<file path="src/rtl/psi_match_scan.sv">
// psi_match_scan
//   Scans a latched, descending-sorted array of K elements (W bits each) for
//   adjacent equal pairs. Each pair found is offered downstream through a
//   valid/ready handshake. A pair is consumed as a unit, so the scan then
//   resumes two positions further on. A one-cycle done pulse ends every scan
//   that runs to completion.
//
// State table
//   state | meaning
//   IDLE  | waiting for start; the results of the last scan are held
//   SCAN  | compares e[idx] with e[idx+1], one pair per cycle
//   EMIT  | offers out_data with out_valid=1 until out_ready is seen
//   DONE  | one-cycle done pulse, then returns to IDLE
//
// Ports
//   clk          clock; every register updates on its rising edge
//   rst          synchronous, active-high reset
//   start        load request; only sampled in IDLE
//   in_array     element i at bits [W*(K-i)-1 : W*(K-i-1)]
//   busy         high in every state except IDLE
//   out_valid    a matched element is on out_data (EMIT only)
//   out_ready    downstream accepts out_data
//   out_data     matched element value; holds its last value outside EMIT
//   done         one-cycle end-of-scan pulse
//   match_count  number of matches emitted in the current or last scan

module psi_match_scan #(
    parameter int W = 3,
    parameter int K = 8
) (
    input  logic                   clk,
    input  logic                   rst,
    input  logic                   start,
    input  logic [W*K-1:0]         in_array,
    output logic                   busy,
    output logic                   out_valid,
    input  logic                   out_ready,
    output logic [W-1:0]           out_data,
    output logic                   done,
    output logic [$clog2(K)-1:0]   match_count
);

    localparam int CW = $clog2(K);
    // One bit more than an element index, so that idx+2 cannot wrap.
    localparam int IW = $clog2(K) + 1;

    typedef enum logic [1:0] {
        IDLE = 2'd0,
        SCAN = 2'd1,
        EMIT = 2'd2,
        DONE = 2'd3
    } state_t;

    state_t         state, state_nxt;
    logic [W*K-1:0] arr_q, arr_nxt;
    logic [IW-1:0]  idx, idx_nxt;
    logic [W-1:0]   data_q, data_nxt;
    logic [CW-1:0]  cnt, cnt_nxt;

    logic [W*K-1:0] arr_sh;
    logic [W-1:0]   e_cur, e_nxt;
    logic [IW-1:0]  idx_p1, idx_p2;

    // Element 0 is the top field. Shifting left by idx elements brings e[idx]
    // and e[idx+1] to the two top fields, so no variable part-select is needed.
    assign arr_sh = arr_q << (W * idx);
    assign e_cur  = arr_sh[W*K-1 -: W];
    assign e_nxt  = arr_sh[W*K-W-1 -: W];
    assign idx_p1 = idx + IW'(1);
    assign idx_p2 = idx + IW'(2);

    always_ff @(posedge clk) begin
        if (rst) begin
            state  <= IDLE;
            arr_q  <= '0;
            idx    <= '0;
            data_q <= '0;
            cnt    <= '0;
        end else begin
            state  <= state_nxt;
            arr_q  <= arr_nxt;
            idx    <= idx_nxt;
            data_q <= data_nxt;
            cnt    <= cnt_nxt;
        end
    end

    always_comb begin
        state_nxt = state;
        arr_nxt   = arr_q;
        idx_nxt   = idx;
        data_nxt  = data_q;
        cnt_nxt   = cnt;
        busy      = 1'b1;
        out_valid = 1'b0;
        done      = 1'b0;

        case (state)
            IDLE: begin
                busy = 1'b0;
                if (start) begin
                    arr_nxt   = in_array;
                    cnt_nxt   = '0;
                    idx_nxt   = '0;
                    state_nxt = SCAN;
                end
            end
            SCAN: begin
                if (e_cur == e_nxt) begin
                    data_nxt  = e_cur;
                    state_nxt = EMIT;
                end else begin
                    idx_nxt   = idx_p1;
                    state_nxt = (idx_p1 >= IW'(K-1)) ? DONE : SCAN;
                end
            end
            EMIT: begin
                out_valid = 1'b1;
                if (out_ready) begin
                    cnt_nxt   = cnt + CW'(1);
                    idx_nxt   = idx_p2;
                    state_nxt = (idx_p2 >= IW'(K-1)) ? DONE : SCAN;
                end
            end
            DONE: begin
                done      = 1'b1;
                state_nxt = IDLE;
            end
            default: begin
                state_nxt = IDLE;
            end
        endcase
    end

    assign out_data    = data_q;
    assign match_count = cnt;

endmodule

</file>
<file path="config.mk">
export PLATFORM = sky130hd
export DESIGN_NAME = psi_match_scan
export DESIGN_NICKNAME = d
export VERILOG_FILES = /design/src/rtl/psi_match_scan.sv
export SDC_FILE = /design/constraint.sdc
export NUM_CORES = 1
export LEC_CHECK = 0
export CAP_MARGIN = 15
export CORE_MARGIN = 2
export CORE_UTILIZATION = 41
export CTS_CLUSTER_DIAMETER = 60
export DETAILED_ROUTE_END_ITERATION = 8
export MAX_ROUTING_LAYER = met4
export SYNTH_ARGS = -nofsm -noshare
export SYNTH_HDL_FRONTEND = slang
export SYNTH_SLANG_ARGS = --single-unit
export TNS_END_PERCENT = 100
</file>
<file path="constraint.sdc">
create_clock -name clk -period 8.9 [get_ports clk]
set_input_delay 1.78 -clock clk [delete_from_list [all_inputs] [get_ports clk]]
set_output_delay 1.78 -clock clk [all_outputs]
set_load 0.02 [all_outputs]
</file>
Word level (Yosys, flattened, before mapping)
Cells that the tools add are included.
- multiply operators: 1
- $add $sub $neg: 3
- multiplexer cells: 16
- order comparisons: 2
- shift operators: 1
- eq/ne operators: 7
- reductions and logical operators: 8
- operators with widths (cell ; number):
    $shl A24 B6 Y24 ; 1
    $mux W4 ; 3
    $pmux W4 S3 ; 1
    $mux W2 ; 5
    $ge A4 B3 Y1 const B ; 2
    $pmux W2 S4 ; 1
    $mul A2 B4 Y6 const A ; 1
    $mux W3 ; 2
    $ne A2 B2 Y1 const B ; 3
    $pmux W3 S2 ; 1
    $reduce_and A2 Y1 ; 3
    $add A4 B1 Y4 const B ; 1
    $add A4 B2 Y4 const B ; 1
    $eq A2 B2 Y1 const B ; 2
    $reduce_and A4 Y1 ; 1
    $add A3 B1 Y3 const B ; 1
    $eq A3 B3 Y1 ; 1
    $mux W1 ; 3
    $reduce_and A3 Y1 ; 1
    $reduce_bool A3 Y1 ; 1
    $eq A2 B1 Y1 const B ; 1
    $logic_not A2 Y1 ; 1
    $reduce_bool A2 Y1 ; 1
- logic and storage cells: 43
- output and inout bits: 9
- input bits: 28
- flip-flop bits (word level): 36

Depth between registers and ports, before layout
Gate-level depths: netlist of the first run.
- depth in word-level cells: 5
- gate-level depth with buffers: 15
- depth with buffers taken out: 10

Worst setup path before layout of the first run
Ideal clock, no wire load.
- path kind: reg-to-reg
- from: register idx[0]
- to: register data_q[1] (netlist: out_data[1])
- library setup time: 121 ps
- arrival: 3517 ps
- cell stages (with the launch flop): 15
- period minus slack after synthesis: 3638 ps
- buffers on the path: 4
- required time: 8779 ps
- path slack: 5262 ps
- cells stage by stage: dfxtp_1 buf_4 buf_2 buf_4 inv_1 ha_1 buf_6 mux4_2 mux4_2 o21ai_0 o31ai_1 xor2_1 nor2b_2 a31oi_4 mux2_4
- word-level cells in the longest chain between the ends: 4
- RTL lines (item ; RTL line ; text):
    start, declared ; 56 ; logic [IW-1:0] idx, idx_nxt;
    start signal, assigned ; 82 ; idx <= idx_nxt;
    $mul A2 B4 Y6 (*) ; 66 ; assign arr_sh = arr_q << (W * idx);
    $shl A24 B6 Y24 (*) ; 66 ;
    $eq A3 B3 Y1 ; 109 ; if (e_cur == e_nxt) begin
    $reduce_and A2 Y1 (no source line) ; n/a ;
    end signal, assigned ; 83 ; data_q <= data_nxt;
    end, declared ; 57 ; logic [W-1:0] data_q, data_nxt;
Every way passes the cells marked *; elsewhere a longest branch is shown, timed or not.
A chain may end at the register's enable or synchronous reset.

Final worst setup path of the first run
Ends and elaborated chain as after synthesis.

==> out/metrics.cfg, run 1 <==
[status]
status=completed

[timing]
slew_headroom=0.4341
skew_ps=4.413
rsz0062_at_grt=false
final.min_clock_period_ps=3985
setup_violations=0
finalCritPeriodShare=0.4478
finalHoldViolations=0
tightest_slew_ps=848.9
max_freq_mhz=250.9
slew_viol_final=0
tns_ps=0

[logic_synthesis]
synthCells=320
synth-seq-cells=36
yosysSeqAreaShare=0.2505
synth_top_cells_by_area=dfxtp_1, mux4_2, nand2_1
post-synth-top-area-fraction=0.2505
yosys.area.top_type=dfxtp_1
synth_flop_cell=dfxtp_1
syn_area_sq_um=2877
yosysWarningCount=0
syn_avg_cell_area_sq_um=8.989
ys_types=65
syn-num-nets=361
synthArstFlopShare=0
synth_edf_count=0

[worst_setup_path]
cp.required_ps=9080
rr_worst_depth=11
crit_path_max_incr_delay_ps=640
cpMaxStageDelayCell=mux4_1
reg2reg_from=idx[0]
critical_path_class=register to register
critPathMaxFanout=33
critical_path.cell_chain=buf_4 -> ha_1 -> fa_1 -> xor2_2 -> mux4_1 -> mux2i_1 -> o21ai_1 -> xor2_1 -> a21oi_1 -> a31oi_4 -> mux2_4
setup.worst_path.end_class=register
worst_ep_arrival_time_ps=4170
rr_endpoint=out_data[1]
critPathLaunchType=register
reg2reg_slack_ps=4910

[global_route]
grt_antenna_before_repair=0
grt_overflow=0
grt.total_usage=0.1918
grt_pass1_wl_mm=11.40
grt_max_degree=38
grt_pass1_vias=2325

[cells_and_area]
final_common_cell=nand2_1
syn_to_final_growth_pct=17.66
finalNonFillerCells=444
num_antenna_cells=0
fin_area_sq_um=3385
drive_gt1_frac=0.1408
fillCellCount=646
regArea_sq_um=720.7
fin_nets=388
layout_common_cells=nand2_1, dfxtp_1, clkdlybuf4s50_1, a21oi_1, mux4_2
multiInputGateArea_sq_um=2004

[clocking]
cts_hold_buf=0
clk_pin_slew_ps=80
cts_resized=0
cts_buffers=5
clk_path_buf_depth=2
clk_latency_ps=280
clockRootBuffer=clkbuf_8
cts_sinks=36
postCtsSetupRepairBufs=0
cts_tree=done
h-tree-depth=2

[die]
core-area_sq_um=6794
die-area_sq_um=7702
fp.dieH_microns=87.76
rows=30
boundaryPins=37
floorplan.initialDensity=0.4234
die_w_microns=87.76

[pwr]
p_per_area_nw_per_um2=141.6
finalPower_mw=0.4791
peakVddDrop_uv=97.81
power_leakage_nw=1.265

[placement]
dpl.hpwl_mm=4.981
dp.cells=436
dpl_cell_area_sq_um=3277
port_buffers=36
gp_congestion=0.8940

[detailed_routing]
routed_wl_mm=6.728
dr.first_iter.drc_count=149
antenna_left=0
drt_first_pass_iters=4
num_vias=2422
post_drt_via_cell_ratio=5.455
wl_per_cell_microns=15.15
drc_errors=0

[min_path]
worst_hold_path.endpoint=out_data[0]
hold_path_class=register to register
worstHoldStart=out_data[0]
worstHoldPathCells=2

[run]
cap_violations=0

-- critical path: cells and delay by family (launching register included) --
kind / cells / cell delay, ps
mux: 3 / 1110
xor+xnor: 2 / 820
compound gates: 3 / 580
buf+inv: 1 / 240
fa+ha+maj: 2 / 810
flops: 1 / 300
-- flip-flops by register name, indices dropped and copies added (netlist names) --
register / count
arr_q: 24
idx: 4
match_count: 3
out_data: 3
state: 2
-- cell type report --
class	instances	share of cell area
Timing Repair Buffer	39	0.1131
Multi-Input combinational cell	252	0.5922
Clock buffer	6	0.02144
Sequential cell	36	0.2129
Clock inverter	2	0.01035
Inverter	13	0.01442
Tap cell	96	0.03549
-- cells in the mapped netlist (all sizes together), types with 4 or more instances --
library cell   n
mux2          10
o21ai         16
a22oi          4
nor3           4
nand2b         4
mux4          19
nor2          10
buf            8
o22ai          5
ha            12
mux2i          9
xnor2          4
inv           13
nand3         10
nand2         69
dfxtp         36
a21oi         34
clkbuf        11
-- routing by layer --
metal	part of all wire	wire [microns]	global-route usage	vias to the layer above
li1	-	-	-	1225
met1	0.47	3149	0.2491	1136
met2	0.48	3218	0.2989	49
met3	0.035	234	0.03959	12
met4	0.019	126	0.06294	0
met5	0	0	-	-
-- how the worst max path moves through the flow --
| stage | from | endpoint | cells after the start |
|---|---|---|---|
| 4_1_cts | idx[0] | out_data[1] | 11 |
| 2_1_floorplan | idx[0] | out_data[1] | 14 |
| 5_1_grt | idx[0] | out_data[1] | 11 |
| 3_5_place_dp | idx[0] | out_data[1] | 11 |
| 6_report | idx[0] | out_data[1] | 11 |
| 3_3_place_gp | idx[0] | out_data[1] | 11 |
-- power breakdown --
part / total [mW] / internal [mW] / switching [mW]
clock network: 0.144 / 0.0832 / 0.0612
logic: 0.149 / 0.0697 / 0.0790
registers: 0.186 / 0.173 / 0.0131
-- logic make-up after synthesis --
logic type	share of synthesized area
compound gates	0.2040
xor+xnor	0.02915
fa+ha+maj	0.05916
buf+inv	0.05263
flops	0.2505
mux	0.2231
simple gates	0.1814
-- through the flow --
step	worst slack, ps	util	hold WS, ps
final	4915	0.4982	469.7
after detailed placement	4915	0.4823	458.7
after floorplan	5262	-	433.1
after global routing	4647	0.4982	485.1
after global placement	5005	0.4823	458.0
after CTS	4911	0.4982	469.8
Note: power is estimated with default switching activity, not from simulation.
==> inputs of run 2 (changes only) <==
- clock period: 8.9 -> 3.75 ns (I/O delays scaled with it)
==> run 2 against run 1 <==
Via count increased by 1.3%. First-iteration DRC count increased by 18%. Sequential cell count unchanged. Maximum frequency increased by 14%. Non-clock buffer count increased by 6. Global-route usage increased by 0.23 points. Worst hold slack got worse by 5.7 ps. Clock power increased by 110%. Routed wire length increased by 0.43%.
==> out/metrics.cfg, run 2 (synthesis results as in run 1) <==
[status]
status=completed

[cells_and_area]
largest_reg_flops=24  ; unchanged
fillCellCount=671  ; +3.9%
syn_to_final_growth_pct=19.18
fin_nets=394  ; +1.5%
drive_gt1_frac=0.1554  ; +0.01456
reg.largest.list=arr_q: 24 flops, idx: 4 flops
num_antenna_cells=0  ; unchanged
final_common_cell=nand2_1
layout_common_cells=nand2_1, dfxtp_1, clkdlybuf4s50_1, a21oi_1, mux4_2
top_register=arr_q

[min_path]
worst_hold_path.endpoint=arr_q[22]
worstHoldStart=arr_q[22]
hold_path_class=register to register
worstHoldPathCells=2  ; unchanged

[pwr]
p_per_area_nw_per_um2=318.5  ; +120%
finalPower_mw=1.092  ; +130%
switching_share=0.3337  ; +0.01376
comb_power_share=0.323  ; +0.013
peakVddDrop_uv=183.9  ; +88%
seq_power_share=0.405  ; +0.017
switchingPower_mw=0.3643  ; +140%
power_frac_clock=0.272  ; -0.029
power_leakage_nw=1.291  ; +2.0%
p_int_mw=0.7274  ; +120%

[placement]
gp_congestion=0.9064  ; +1.4%
port_buffers=36  ; unchanged
dpl.hpwl_mm=5.152  ; +3.4%

[clocking]
clk_path_buf_depth=2  ; unchanged
h-tree-depth=2  ; unchanged
postCtsSetupRepairBufs=0  ; unchanged
clk_pin_slew_ps=80  ; about the same
clk_latency_ps=300  ; +20 ps
cts_resized=0  ; unchanged
cts_tree=done
cts_buffers=5  ; unchanged
cts_hold_buf=0  ; unchanged
clockRootBuffer=clkbuf_8
cts_sinks=36  ; unchanged

[die]
core-area_sq_um=6794  ; unchanged
die-area_sq_um=7702  ; unchanged
rows=30  ; unchanged
boundaryPins=37  ; unchanged
die_w_microns=87.76  ; unchanged
fp.dieH_microns=87.76  ; unchanged
floorplan.initialDensity=0.4234  ; unchanged

[detailed_routing]
antenna_left=0  ; unchanged
wl_per_cell_microns=15.02  ; -0.91%
post_drt_via_cell_ratio=5.451  ; about the same
dr.first_iter.drc_count=176  ; +18%
routed_wl_mm=6.757  ; +0.43%
drc_errors=0  ; unchanged
drt_first_pass_iters=4  ; unchanged
num_vias=2453  ; +1.3%

[timing]
final.min_clock_period_ps=3498  ; -487.8 ps
rsz0062_at_grt=false
skew_ps=5.770  ; +1.358 ps
slew_viol_final=0  ; unchanged
tightest_slew_ps=832.4  ; -16.56 ps
slew_headroom=0.4451  ; +0.01104
finalHoldViolations=0  ; unchanged
setup_violations=0  ; unchanged
finalCritPeriodShare=0.9327  ; +0.4849
max_freq_mhz=285.9  ; +14%
tns_ps=0  ; unchanged

[worst_setup_path]
critical_path_class=register to register
cp.required_ps=3930  ; -5150 ps
worst_ep_arrival_time_ps=3680  ; -490 ps
rr_worst_depth=10  ; -1
rr_endpoint=out_data[1]
critPathMaxFanout=7  ; -79%
setup.worst_path.end_class=register
reg2reg_from=idx[0]
critPathLaunchType=register
reg2reg_slack_ps=250  ; -4660 ps

[global_route]
grt_antenna_before_repair=0  ; unchanged
grt_pass1_vias=2317  ; -0.34%
grt_pass1_wl_mm=11.45  ; +0.43%
grt_max_degree=31  ; -18%
grt_overflow=0  ; unchanged
grt.total_usage=0.1941  ; +0.002265

[run]
cap_violations=0  ; unchanged

-- run 2: cell count changes in the layout (fill, tap and decap cells not counted) --
cell and delta:
buf_12 +1, bufinv_16 -1, clkbuf_8 +1, buf_4 +5
clkinv_2 -1, clkinvlp_4 +1
-- run 2: worst max-delay path by stage --
stage / startpoint / end
finish: idx[0] / out_data[1]
global placement: idx[0] / out_data[1]
global route: idx[0] / out_data[1]
detailed placement: idx[0] / out_data[1]
CTS: idx[0] / out_data[1]
floorplan: idx[0] / out_data[1]
-- run 2: worst max-delay path, cell delays in order, from the launching register on --
cell	delay [ps]
dfxtp_1	370
ha_1	280
fa_1	510
xor2_2	400
mux4_1	590
mux2i_1	170
o21ai_1	100
xor2_1	210
a21oi_1	140
a31oi_4	290
mux2_4	320
-- run 2: cell type report --
type | instances | area, sq um | share of cell area
Sequential cell | 36 | 720.7 | 0.2102
Clock inverter | 1 | 7.507 | 0.002190
Tap cell | 96 | 120.1 | 0.03504
Clock buffer | 7 | 86.33 | 0.02518
Multi-Input combinational cell | 252 | 2004 | 0.5847
Inverter | 13 | 48.80 | 0.01423
Timing Repair Buffer | 45 | 440.4 | 0.1285
-- run 2: metrics by stage --
step | hold WS [ps] | std cells | setup slack, ps | util | instance area (sq um)
global placement | 456.8 | 442 | 326.0 | 0.4908 | 3334
global route | 487.0 | 450 | 25.77 | 0.5046 | 3428
floorplan | 433.1 | 320 | 112.2 | - | 2877
finish | 464.0 | 450 | 252.4 | 0.5046 | 3428
CTS | 466.6 | 450 | 241.1 | 0.5046 | 3428
detailed placement | 456.0 | 442 | 266.6 | 0.4908 | 3334
-- run 2: routing by layer --
| layer | vias to the layer above | global-route usage | share of wire |
|---|---|---|---|
| li1 | 1235 | - | - |
| met1 | 1148 | 0.2615 | 0.48 |
| met2 | 63 | 0.2975 | 0.46 |
| met3 | 7 | 0.03959 | 0.048 |
| met4 | 0 | 0.05175 | 0.015 |
| met5 | - | - | 0 |
-- run 2: power groups by stage --
stage / Combinational [mW] / Sequential, mW / Clock [mW]
after floorplan: 0.267 / 0.442 / 0
after global placement: 0.352 / 0.450 / 0
after detailed placement: 0.353 / 0.451 / 0
after CTS: 0.355 / 0.442 / 0.303
after global routing: 0.390 / 0.447 / 0.323
final: 0.352 / 0.442 / 0.297
==> inputs of run 3 (changes only) <==
- CORE_UTILIZATION: 41 -> 56
- PLACE_DENSITY: unset -> 0.81
==> run 3 against run 2 <==
First-iteration DRC count fell by 32%. Largest power group unchanged. Sequential share of layout area is 0.31 points higher. Via count increased by 1.1%. Utilization increased by 17 points. Maximum frequency down 1.7%. Critical endpoint unchanged.
==> out/metrics.cfg, run 3 (synthesis results as in run 1) <==
[timing]
tns_ps=0  ; unchanged
finalHoldViolations=0  ; unchanged
slew_headroom=0.3970  ; -0.04811
slew_viol_final=0  ; unchanged
final.min_clock_period_ps=3557  ; +59.81 ps
fin_ws_ps=192.6  ; -59.81 ps
skew_ps=11.21  ; +5.435 ps
setup_violations=0  ; unchanged
tightest_slew_ps=901.7  ; +69.34 ps
hold_ws_ps=475.6  ; +11.62 ps
rsz0062_at_grt=false
finalCritPeriodShare=0.9486  ; +0.01595
max_freq_mhz=281.1  ; -1.7%

[cells_and_area]
fin_area_sq_um=3378  ; -1.5%
fillCellCount=421  ; -37%
largest_reg_flops=24  ; unchanged
drive_gt1_frac=0.1510  ; -0.004370
final_common_cell=nand2_1
layout_common_cells=nand2_1, dfxtp_1, clkdlybuf4s50_1, a21oi_1, mux4_2
finish.utilization=0.6700  ; +0.1654
syn_to_final_growth_pct=17.44
num_antenna_cells=0  ; unchanged
top_register=arr_q
reg.largest.list=arr_q: 24 flops, idx: 4 flops
multiInputGateArea_sq_um=2016  ; +0.56%
fin_nets=391  ; -0.76%
regArea_sq_um=720.7  ; unchanged

[worst_setup_path]
critPathLaunchType=register
worst_ep_arrival_time_ps=3740  ; +60 ps
critPathMaxFanout=7  ; unchanged
rr_worst_depth=10  ; unchanged
critical_path_class=register to register
setup.worst_path.end_class=register
cp.required_ps=3930  ; about the same

[pwr]
p_per_area_nw_per_um2=317.6  ; -0.28%
switchingPower_mw=0.3656  ; +0.35%
switching_share=0.3408  ; +0.007077
seq_power_share=0.412  ; +0.007
peakVddDrop_uv=258.5  ; +41%
comb_power_share=0.326  ; +0.003
p_int_mw=0.7072  ; -2.8%
power_frac_clock=0.262  ; -0.010
power_leakage_nw=1.280  ; -0.82%

[die]
core-area_sq_um=5042  ; -26%
die_w_microns=75.67  ; -14%
die-area_sq_um=5726  ; -26%
floorplan.initialDensity=0.5705  ; +0.1471
rows=26  ; -13%
boundaryPins=37  ; unchanged
fp.dieH_microns=75.67  ; -14%

[clocking]
clk_path_buf_depth=2  ; unchanged
cts_sinks=36  ; unchanged
cts_buffers=5  ; unchanged
h-tree-depth=2  ; unchanged
cts_tree=done
clk_latency_ps=300  ; about the same
clockRootBuffer=clkbuf_8
clk_pin_slew_ps=80  ; about the same

[placement]
dpl.hpwl_mm=4.955  ; -3.8%
pre_cts_ws_ps=258.2  ; -8.344 ps
gp_congestion=0.9737  ; +7.4%
dpl_cell_area_sq_um=3279  ; -1.7%
port_buffers=36  ; unchanged

[global_route]
grt_overflow=0  ; unchanged
grt_pass1_wl_mm=11.08  ; -3.2%
grt_max_degree=31  ; unchanged
grt.total_usage=0.2621  ; +0.06801
grt_pass1_vias=2417  ; +4.3%
grt_antenna_before_repair=0  ; unchanged

[min_path]
worstHoldPathCells=2  ; unchanged
hold_path_class=register to register

[detailed_routing]
wl_per_cell_microns=15.38  ; +2.5%
post_drt_via_cell_ratio=5.893  ; +8.1%
drc_errors=0  ; unchanged
antenna_left=0  ; unchanged
num_vias=2481  ; +1.1%
routed_wl_mm=6.477  ; -4.1%
drt_first_pass_iters=4  ; unchanged
dr.first_iter.drc_count=120  ; -32%

[status]
status=completed

[run]
cap_violations=0  ; unchanged

[run 3: cell count changes in the layout (fill, tap and decap cells not counted)]
| cell | change |
|---|---|
| buf_4 | -3 |
| clkinv_4 | +1 |
| clkinv_2 | +2 |
| clkbuf_1 | -1 |
| xor2_2 | -1 |
| clkinvlp_4 | -1 |
| xor2_4 | +1 |
| clkbuf_8 | -1 |
[run 3: repair_timing]
| item | CTS | global route |
|---|---|---|
| hold buffers | 0 | 0 |
| gates resized for setup | 0 | 1 |
| buffers inserted | 0 | 0 |
| endpoints found under the setup margin | 0 | 1 |
[run 3: final timing paths]
check	start	slack, ps	end
setup / recovery	idx[1]	190	out_data[1]
setup reg to reg	idx[1]	190	out_data[1]
hold / removal	out_data[0]	480	out_data[0]
hold reg to reg	out_data[0]	480	out_data[0]
[run 3: worst max-delay path: stages, from the launching register on]
cell     delay (ps)
dfxtp_1         390
ha_1            270
fa_1            540
xnor2_2         410
mux4_2          590
nor3_2          190
o41ai_4         120
xor2_1          250
nor2b_2         100
a31oi_4         250
mux2_4          320
[run 3: routing by layer]
metal / up-vias / part of all wire / GRT usage
met5: - / 0 / -
met4: 0 / 0.017 / 0.09357
met3: 13 / 0.052 / 0.03968
met2: 77 / 0.50 / 0.4309
met1: 1163 / 0.43 / 0.3294
li1: 1228 / - / -
[run 3: cell type report]
cell class,instances,share of cell area
Clock buffer,5,0.02037
Clock inverter,3,0.005556
Inverter,13,0.01444
Multi-Input combinational cell,252,0.5967
Sequential cell,36,0.2133
Tap cell,70,0.02593
Timing Repair Buffer,42,0.1237
[run 3: per-stage QoR]
step	total power, mW	instances
after global routing	1.134	421
after global placement	0.7939	413
final	1.073	421
after floorplan	0.7087	320
after detailed placement	0.7998	413
after CTS	1.080	421
[run 3: power by group through the flow]
stage                     registers, mW  clock network (mW)  logic (mW)
after floorplan                   0.442                   0       0.267
after global placement            0.448                   0       0.346
after detailed placement          0.450                   0       0.349
after CTS                         0.441               0.288       0.351
after global routing              0.447               0.304       0.383
final                             0.442               0.281       0.350
